<file path="src/rtl/stoch_pkg.sv">
// Shared types and constants for the stochastic adder and its number generators.
package stoch_pkg;

   typedef enum logic [1:0] {StIdle, StRun, StDone} state_e;

   localparam int unsigned SEL_RR   = 0;
   localparam int unsigned SEL_LFSR = 1;

   // Right-shift Galois feedback masks giving maximal-length sequences.
   // Unlisted widths fall back to the 16-bit mask, which is not maximal for them.
   function automatic logic [31:0] lfsr_mask(input int unsigned width);
      logic [31:0] m;
      case (width)
         4:       m = 32'h0000_000C;
         8:       m = 32'h0000_00B8;
         16:      m = 32'h0000_B400;
         24:      m = 32'h00E1_0000;
         32:      m = 32'h8020_0003;
         default: m = 32'h0000_B400;
      endcase
      return m;
   endfunction

endpackage

</file>
<file path="src/rtl/stoch_lfsr.sv">
// Galois LFSR with seed reload and step enable; shared by the stochastic number generators.
module stoch_lfsr
   import stoch_pkg::*;
#(
   parameter int unsigned      Width = 16,
   parameter logic [Width-1:0] Seed  = Width'(16'hACE1)
) (
   input  logic             clk_i,
   input  logic             rst_ni,
   input  logic             load_i,
   input  logic             en_i,
   output logic [Width-1:0] state_o
);

   localparam logic [Width-1:0] Mask = Width'(lfsr_mask(Width));

   logic [Width-1:0] lfsr_q, lfsr_d, step;

   always_comb begin
      step   = (lfsr_q >> 1) ^ (lfsr_q[0] ? Mask : '0);
      lfsr_d = lfsr_q;
      if (load_i) begin
         lfsr_d = Seed;
      end else if (en_i) begin
         lfsr_d = step;
      end
      // The all-zero state is a lock-up point; force recovery to the seed.
      if (lfsr_d == '0) begin
         lfsr_d = Seed;
      end
   end

   always_ff @(posedge clk_i or negedge rst_ni) begin
      if (!rst_ni) begin
         lfsr_q <= Seed;
      end else begin
         lfsr_q <= lfsr_d;
      end
   end

   assign state_o = lfsr_q;

endmodule

</file>
<file path="src/rtl/stochastic_nary_adder.sv">
// N-input scaled stochastic adder: forwards one input bit per accepted cycle, counts output ones.
// Optional: define STOCH_NARY_ADDER_SEL_OUT_EN to expose the registered channel index on sel_idx.
module stochastic_nary_adder
   import stoch_pkg::*;
#(
   parameter int unsigned       N_INPUTS  = 4,
   parameter int unsigned       SEL_MODE  = SEL_RR,
   parameter int unsigned       LEN_W     = 16,
   parameter int unsigned       LFSR_W    = 16,
   parameter logic [LFSR_W-1:0] LFSR_SEED = LFSR_W'(16'hACE1)
) (
   input  logic                        clk,
   input  logic                        rst,
   input  logic                        start,
   input  logic [LEN_W-1:0]            stream_len,
   input  logic                        in_valid,
   input  logic [N_INPUTS-1:0]         in_bits,
   output logic                        busy,
   output logic                        out_bit,
   output logic                        out_valid,
   output logic                        done,
`ifdef STOCH_NARY_ADDER_SEL_OUT_EN
   output logic [$clog2(N_INPUTS)-1:0] sel_idx,
`endif
   output logic [LEN_W-1:0]            ones_count
);

   localparam int unsigned SelW = $clog2(N_INPUTS);

   state_e           state_q, state_d;
   logic [LEN_W-1:0] remaining_q, remaining_d;
   logic [LEN_W-1:0] acc_q, acc_d;
   logic [LEN_W-1:0] ones_q, ones_d;
   logic             out_bit_q, out_bit_d;
   logic             out_valid_q, out_valid_d;

   logic [SelW-1:0]  cur_sel;
   logic             cur_bit;
   logic             accept;
   logic             start_ok;

   assign start_ok = (state_q == StIdle) && start;
   assign accept   = (state_q == StRun) && in_valid;
   assign cur_bit  = in_bits[cur_sel];

   if (SEL_MODE == SEL_LFSR) begin : g_lfsr
      logic [LFSR_W-1:0] lfsr_state;
      logic              unused_lfsr_hi;

      stoch_lfsr #(
         .Width (LFSR_W),
         .Seed  (LFSR_SEED)
      ) u_lfsr (
         .clk_i   (clk),
         .rst_ni  (rst),
         .load_i  (start_ok),
         .en_i    (accept),
         .state_o (lfsr_state)
      );

      assign cur_sel        = lfsr_state[SelW-1:0];
      assign unused_lfsr_hi = ^lfsr_state[LFSR_W-1:SelW];
   end else begin : g_rr
      localparam logic [SelW-1:0] SelLast = SelW'(N_INPUTS - 1);

      logic [SelW-1:0] sel_q, sel_d;

      always_comb begin
         sel_d = sel_q;
         if (start_ok) begin
            sel_d = '0;
         end else if (accept) begin
            sel_d = (sel_q == SelLast) ? '0 : sel_q + SelW'(1);
         end
      end

      always_ff @(posedge clk or negedge rst) begin
         if (!rst) begin
            sel_q <= '0;
         end else begin
            sel_q <= sel_d;
         end
      end

      assign cur_sel = sel_q;
   end

   always_comb begin
      state_d     = state_q;
      remaining_d = remaining_q;
      acc_d       = acc_q;
      ones_d      = ones_q;
      out_bit_d   = out_bit_q;
      out_valid_d = 1'b0;
      unique case (state_q)
         StIdle: begin
            if (start) begin
               remaining_d = stream_len;
               acc_d       = '0;
               if (stream_len == '0) begin
                  ones_d  = '0;
                  state_d = StDone;
               end else begin
                  state_d = StRun;
               end
            end
         end
         StRun: begin
            if (in_valid) begin
               out_bit_d   = cur_bit;
               out_valid_d = 1'b1;
               acc_d       = acc_q + LEN_W'(cur_bit);
               remaining_d = remaining_q - LEN_W'(1);
               // Publish the count on the same edge that enters DONE.
               if (remaining_q == LEN_W'(1)) begin
                  ones_d  = acc_d;
                  state_d = StDone;
               end
            end
         end
         StDone: begin
            state_d = StIdle;
         end
         default: begin
            state_d = StIdle;
         end
      endcase
   end

   always_ff @(posedge clk or negedge rst) begin
      if (!rst) begin
         state_q     <= StIdle;
         remaining_q <= '0;
         acc_q       <= '0;
         ones_q      <= '0;
         out_bit_q   <= 1'b0;
         out_valid_q <= 1'b0;
      end else begin
         state_q     <= state_d;
         remaining_q <= remaining_d;
         acc_q       <= acc_d;
         ones_q      <= ones_d;
         out_bit_q   <= out_bit_d;
         out_valid_q <= out_valid_d;
      end
   end

`ifdef STOCH_NARY_ADDER_SEL_OUT_EN
   logic [SelW-1:0] sel_idx_q, sel_idx_d;

   assign sel_idx_d = accept ? cur_sel : sel_idx_q;

   always_ff @(posedge clk or negedge rst) begin
      if (!rst) begin
         sel_idx_q <= '0;
      end else begin
         sel_idx_q <= sel_idx_d;
      end
   end

   assign sel_idx = sel_idx_q;
`endif

   assign busy       = (state_q == StRun);
   assign done       = (state_q == StDone);
   assign out_bit    = out_bit_q;
   assign out_valid  = out_valid_q;
   assign ones_count = ones_q;

endmodule

</file>
<file path="config.mk">
export PLATFORM = sky130hd
export DESIGN_NAME = stochastic_nary_adder
export DESIGN_NICKNAME = d
export VERILOG_FILES = /design/src/rtl/stoch_pkg.sv /design/src/rtl/stoch_lfsr.sv /design/src/rtl/stochastic_nary_adder.sv
export SDC_FILE = /design/constraint.sdc
export NUM_CORES = 1
export LEC_CHECK = 0
export BUFFER_PORTS_ARGS = -buffer_cell sky130_fd_sc_hd__buf_4
export CAP_MARGIN = 40
export CORE_MARGIN = 2
export CORE_UTILIZATION = 61
export CTS_CLUSTER_SIZE = 8
export DETAILED_ROUTE_END_ITERATION = 6
export GPL_ROUTABILITY_DRIVEN = 0
export GPL_TIMING_DRIVEN = 0
export PLACE_DENSITY = 0.85
export SYNTH_ARGS = -nofsm -noshare
export SYNTH_HDL_FRONTEND = slang
export SYNTH_SLANG_ARGS = --single-unit
</file>
<file path="constraint.sdc">
create_clock -name clk -period 3.7 [get_ports clk]
set_input_delay 0.74 -clock clk [delete_from_list [all_inputs] [get_ports clk]]
set_output_delay 0.74 -clock clk [all_outputs]
set_load 0.02 [all_outputs]
</file>
# Yosys cells after proc, flatten, opt, wreduce, memory -nomap -nowiden
# Cells that the tools add are included.
# classes
n_addsub	3
order_cmp	1
eq_ne	8
n_mux	23
reduce_logical	10
# ops
op	n
$mux W16	8
$pmux W16 S2	3
$add A16 B1 Y16	1
$eq A16 B1 Y1 const B	1
$logic_not A16 Y1	1
$sub A16 B1 Y16 const B	1
$mux W2	7
$reduce_and A3 Y1	2
$reduce_and A5 Y1	1
$eq A2 B2 Y1 const B	2
$ne A2 B1 Y1 const B	2
$ne A2 B2 Y1 const B	2
$pmux W2 S2	1
$reduce_bool A2 Y1	2
$lt A2 B3 Y1 const B	1
$mux W1	3
$add A2 B1 Y2 const B	1
$bmux W1 S2	1
$eq A2 B1 Y1 const B	1
$logic_and A1 B1 Y1	2
$logic_not A2 Y1	1
$reduce_and A2 Y1	1
# word_totals
ff_bits	54
inputBits	24
output_inout_bits	20
word_cells	52

# Longest topological paths before layout
# logic_depth
word_depth	6
mapped_depth	9
ltp_nobuf	7

# Worst setup path after synthesis
# OpenSTA, ideal clock, no wires.
# synth_timing
path_type	in2reg
start	input port in_bits[1]
end	register acc_q[15]
setup_ps	138
arrival_ps	2297
path_slack_ps	1266
stages	8
n_path_buf	1
path_cell_list	mux4_2 > ha_1 > clkbuf_1 > inv_1 > nor4_2 > nor3b_2 > nand2b_1 > a31oi_1
# synth_between
elab_chain_cells	5
# synth_rtl
element	line	text
from (decl)	stochastic_nary_adder.sv:17	input logic [N_INPUTS-1:0] in_bits,
$bmux W1 S2	stochastic_nary_adder.sv:44	assign cur_bit = in_bits[cur_sel];
$mux W1 (implied by the code)	stochastic_nary_adder.sv:44	
$add A16 B1 Y16	stochastic_nary_adder.sv:112	acc_d = acc_q + LEN_W'(cur_bit);
$mux W16	stochastic_nary_adder.sv:109	if (in_valid) begin
$pmux W16 S2	stochastic_nary_adder.sv:95	unique case (state_q)
to (signal assigned)	stochastic_nary_adder.sv:134	acc_q <= '0;
to (signal assigned)	stochastic_nary_adder.sv:141	acc_q <= acc_d;
to (decl)	stochastic_nary_adder.sv:32	logic [LEN_W-1:0] acc_q, acc_d;
# No other way between the ends. The select of a mux whose other input is x is not followed.
# A chain may end at the register's enable or synchronous reset.

# Final worst setup path
# layout_timing
start	register state_q[1]
end	output port busy
# layout_between
elab_chain_cells	1
# layout_rtl
element	line	text
from (decl)	stochastic_nary_adder.sv:30	state_e state_q, state_d;
from (signal assigned)	stochastic_nary_adder.sv:132	state_q <= StIdle;
from (signal assigned)	stochastic_nary_adder.sv:139	state_q <= state_d;
$eq A2 B1 Y1	stochastic_nary_adder.sv:164	assign busy = (state_q == StRun);
to (decl)	stochastic_nary_adder.sv:18	output logic busy,
# No other way between the ends.

==> out/summary.txt <==
Max-slew headroom - 0.446
Leading area contributor after synthesis - dfrtp_1
Max_cap viols - 0
Switching part of the total - 0.386
Hold Crit Class - input pin to async pin
Worst VDD drop - 313 uV
Post-CTS Setup Bufs - 0
CP arrival - 2210 ps
TritonRoute pass-1 iters - 7
CTS H-tree depth - 2
Switching pwr - 688 uW
Largest stage delay, worst path - 440 ps
# port buffers - 43
# placed instances - 452
Post-Syn Instances - 342
Max stage delay cell, worst path - buf_1
Hold Buf Count CTS - 0
Clk_skew - 7.35 ps
Vias in the first global route - 2,685
Critical Path RT - 2960 ps
Layout cells sized above 1 - 0.165
Post-synth EDFFs - 0
Total routed wirelength - 7520 um
Clock Tree Root - clkbuf_8
CP bufs+invs - 5
Post-place setup slack - 841 ps
Drt initial violations - 177
Register area share after synthesis - 0.455
Synthesized cell area - 2970 um2
N_diodes - 0
CTS Buf Count - 5
Power Density - 515 nW/um2
CTS tree - built
CP top delay family - buffers and inverters
Worst slew pin tran - 831 ps
Vias - 2,828
I/O pin count - 44
Antenna Nets Post-Route - 0
Sequential share of power - 0.484
RSZ-0062 raised after global routing - no
Synth cell types - 46
Gr ovfl total - 0
Pleak - 0.00150 uW
Final slew viol count - 0
Clock slew seen by the registers of the worst setup and hold paths - 90 ps
GRT Overall Usage - 0.305
CP cell instances - nand2b_1 -> clkbuf_1 -> inv_1 -> buf_2 -> buf_1 -> buf_4
Initial antenna violation count - 0
Filler Cell Count - 390
Post-Layout Cell Count - 460
Top_reg_cell synth - dfrtp_1
First-pass GRT wire length - 12,700 um
Most frequent cell after synthesis - nand2_1
Die Area - 5450 um2
Final Cycle Share - 0.796
Crit path time final - 2950 ps
Post-synth top cells - nand2_1, dfrtp_1, o21ai_0
Largest fanout on the critical path - 10
Die Ht - 73.8 um
Setup TNS - 0 ps
Yosys reg bits - 54
Fmax - 339 MHz
Synth Warn # - 0
Worst setup margin - 754 ps
Core Area - 4720 um2
Post-Syn Nets - 371
Final setup fails - 0
Post-DP HPWL - 5280 um
Kind of critical path - register to primary output
Logic pwr share - 0.332
Final hold vios - 0
Int Power - 1100 uW
Post-route DRC - 0
CP Capture Type - primary output
Clock sink count - 54
Startpoint types - register
Asr flop ratio synth - 1.00
Mapped Avg Cell Area - 8.69 um2
Die width - 73.8 um
Fin nets - 421
Starting Density - 0.629
DR vias/cell - 6.15
Core Rows - 25
Pin count of the biggest net entering global routing - 55
Run status - complete, no violations
DR WL/cell - 16.3 um
Top cell type's share of synthesized area - 0.455
Area Overhead vs Synth - 16.6%
Synth top area cells - dfrtp_1, nand2_1, o21ai_0
Clk_lat worst skew - 310 ps
Clock buffer depth - 2
Clock share of power - 0.184
Resized cells post-CTS - 0
power groups by stage:
| stage | clock (uW) | combinational (uW) | sequential (uW) |
|---|---|---|---|
| floorplan | 0 | 424 | 842 |
| global placement | 0 | 564 | 859 |
| detailed placement | 0 | 583 | 868 |
| CTS | 337 | 586 | 857 |
| global route | 354 | 670 | 885 |
| finish | 329 | 592 | 863 |
final timing paths:
path,startpoint,to,slack [ps],cells past startpoint
setup / recovery,state_q[1],busy,750,6
hold / removal,rst,cur_sel[0],460,1
setup reg to reg,cur_sel[0],ones_count[15],1060,8
hold reg to reg,ones_count[0],ones_count[0],490,2
max in group asynchronous,rst,acc_q[13],2780,1
min in group clk,ones_count[0],ones_count[0],490,2
layout by cell type (no fill, tap or decap), types with 3 or more instances in the layout:
master and instances:
a21oi_1 21, a22o_1 3, a22oi_1 4, a31oi_1 5, buf_2 3, buf_4 44, clkbuf_1 13, clkbuf_8 5
dfrtp_1 54, ha_1 5, inv_1 10, nand2_1 61, nand2b_1 4, nand3_1 15, nand4_1 4, nor2_1 19
nor3_1 9, nor4_1 9, o21ai_0 37, o21ai_1 13, o22ai_1 3, o31ai_1 5, or3_1 3, xnor2_1 7
xor2_1 8
registers in the layout (all words and copies together) (netlist names):
register	count
out_bit	1
acc_q	16
state_q	2
remaining_q	16
out_valid	1
ones_count	16
cur_sel	2
cell families after synthesis:
family | count (synthesis) | synth area share
buffers and inverters | 29 | 0.0417
DFF | 54 | 0.455
muxes | 2 | 0.0114
adders and majority gates | 5 | 0.0211
AOI/OAI and AO/OA | 99 | 0.196
xor gates and xnor gates | 15 | 0.0442
and+or+nand+nor | 138 | 0.231
layout make-up:
class	count	area (um2)	area share
plain buffers	19	86.3	0.0249
clock buffers	6	72.6	0.0209
clock inverters	2	13.8	0.00397
inverters	10	37.5	0.0108
multi-input cells	259	1500	0.432
flip-flops and latches	54	1350	0.390
well taps	67	83.8	0.0242
repair buffers	43	323	0.0932
through the flow:
step,util,power (uW),hold slack [ps],instance area [um2]
global placement,0.715,1420,455,3380
CTS,0.734,1780,486,3460
floorplan,-,1270,444,2970
finish,0.734,1780,456,3460
detailed placement,0.715,1450,465,3380
global route,0.734,1910,520,3460
layer usage:
metal  track usage  share of wire
met1         0.408           0.42
met4         0.123          0.018
met5             0              0
met2         0.491           0.49
met3        0.0535          0.075
Note: power is estimated with default switching activity, not from simulation.
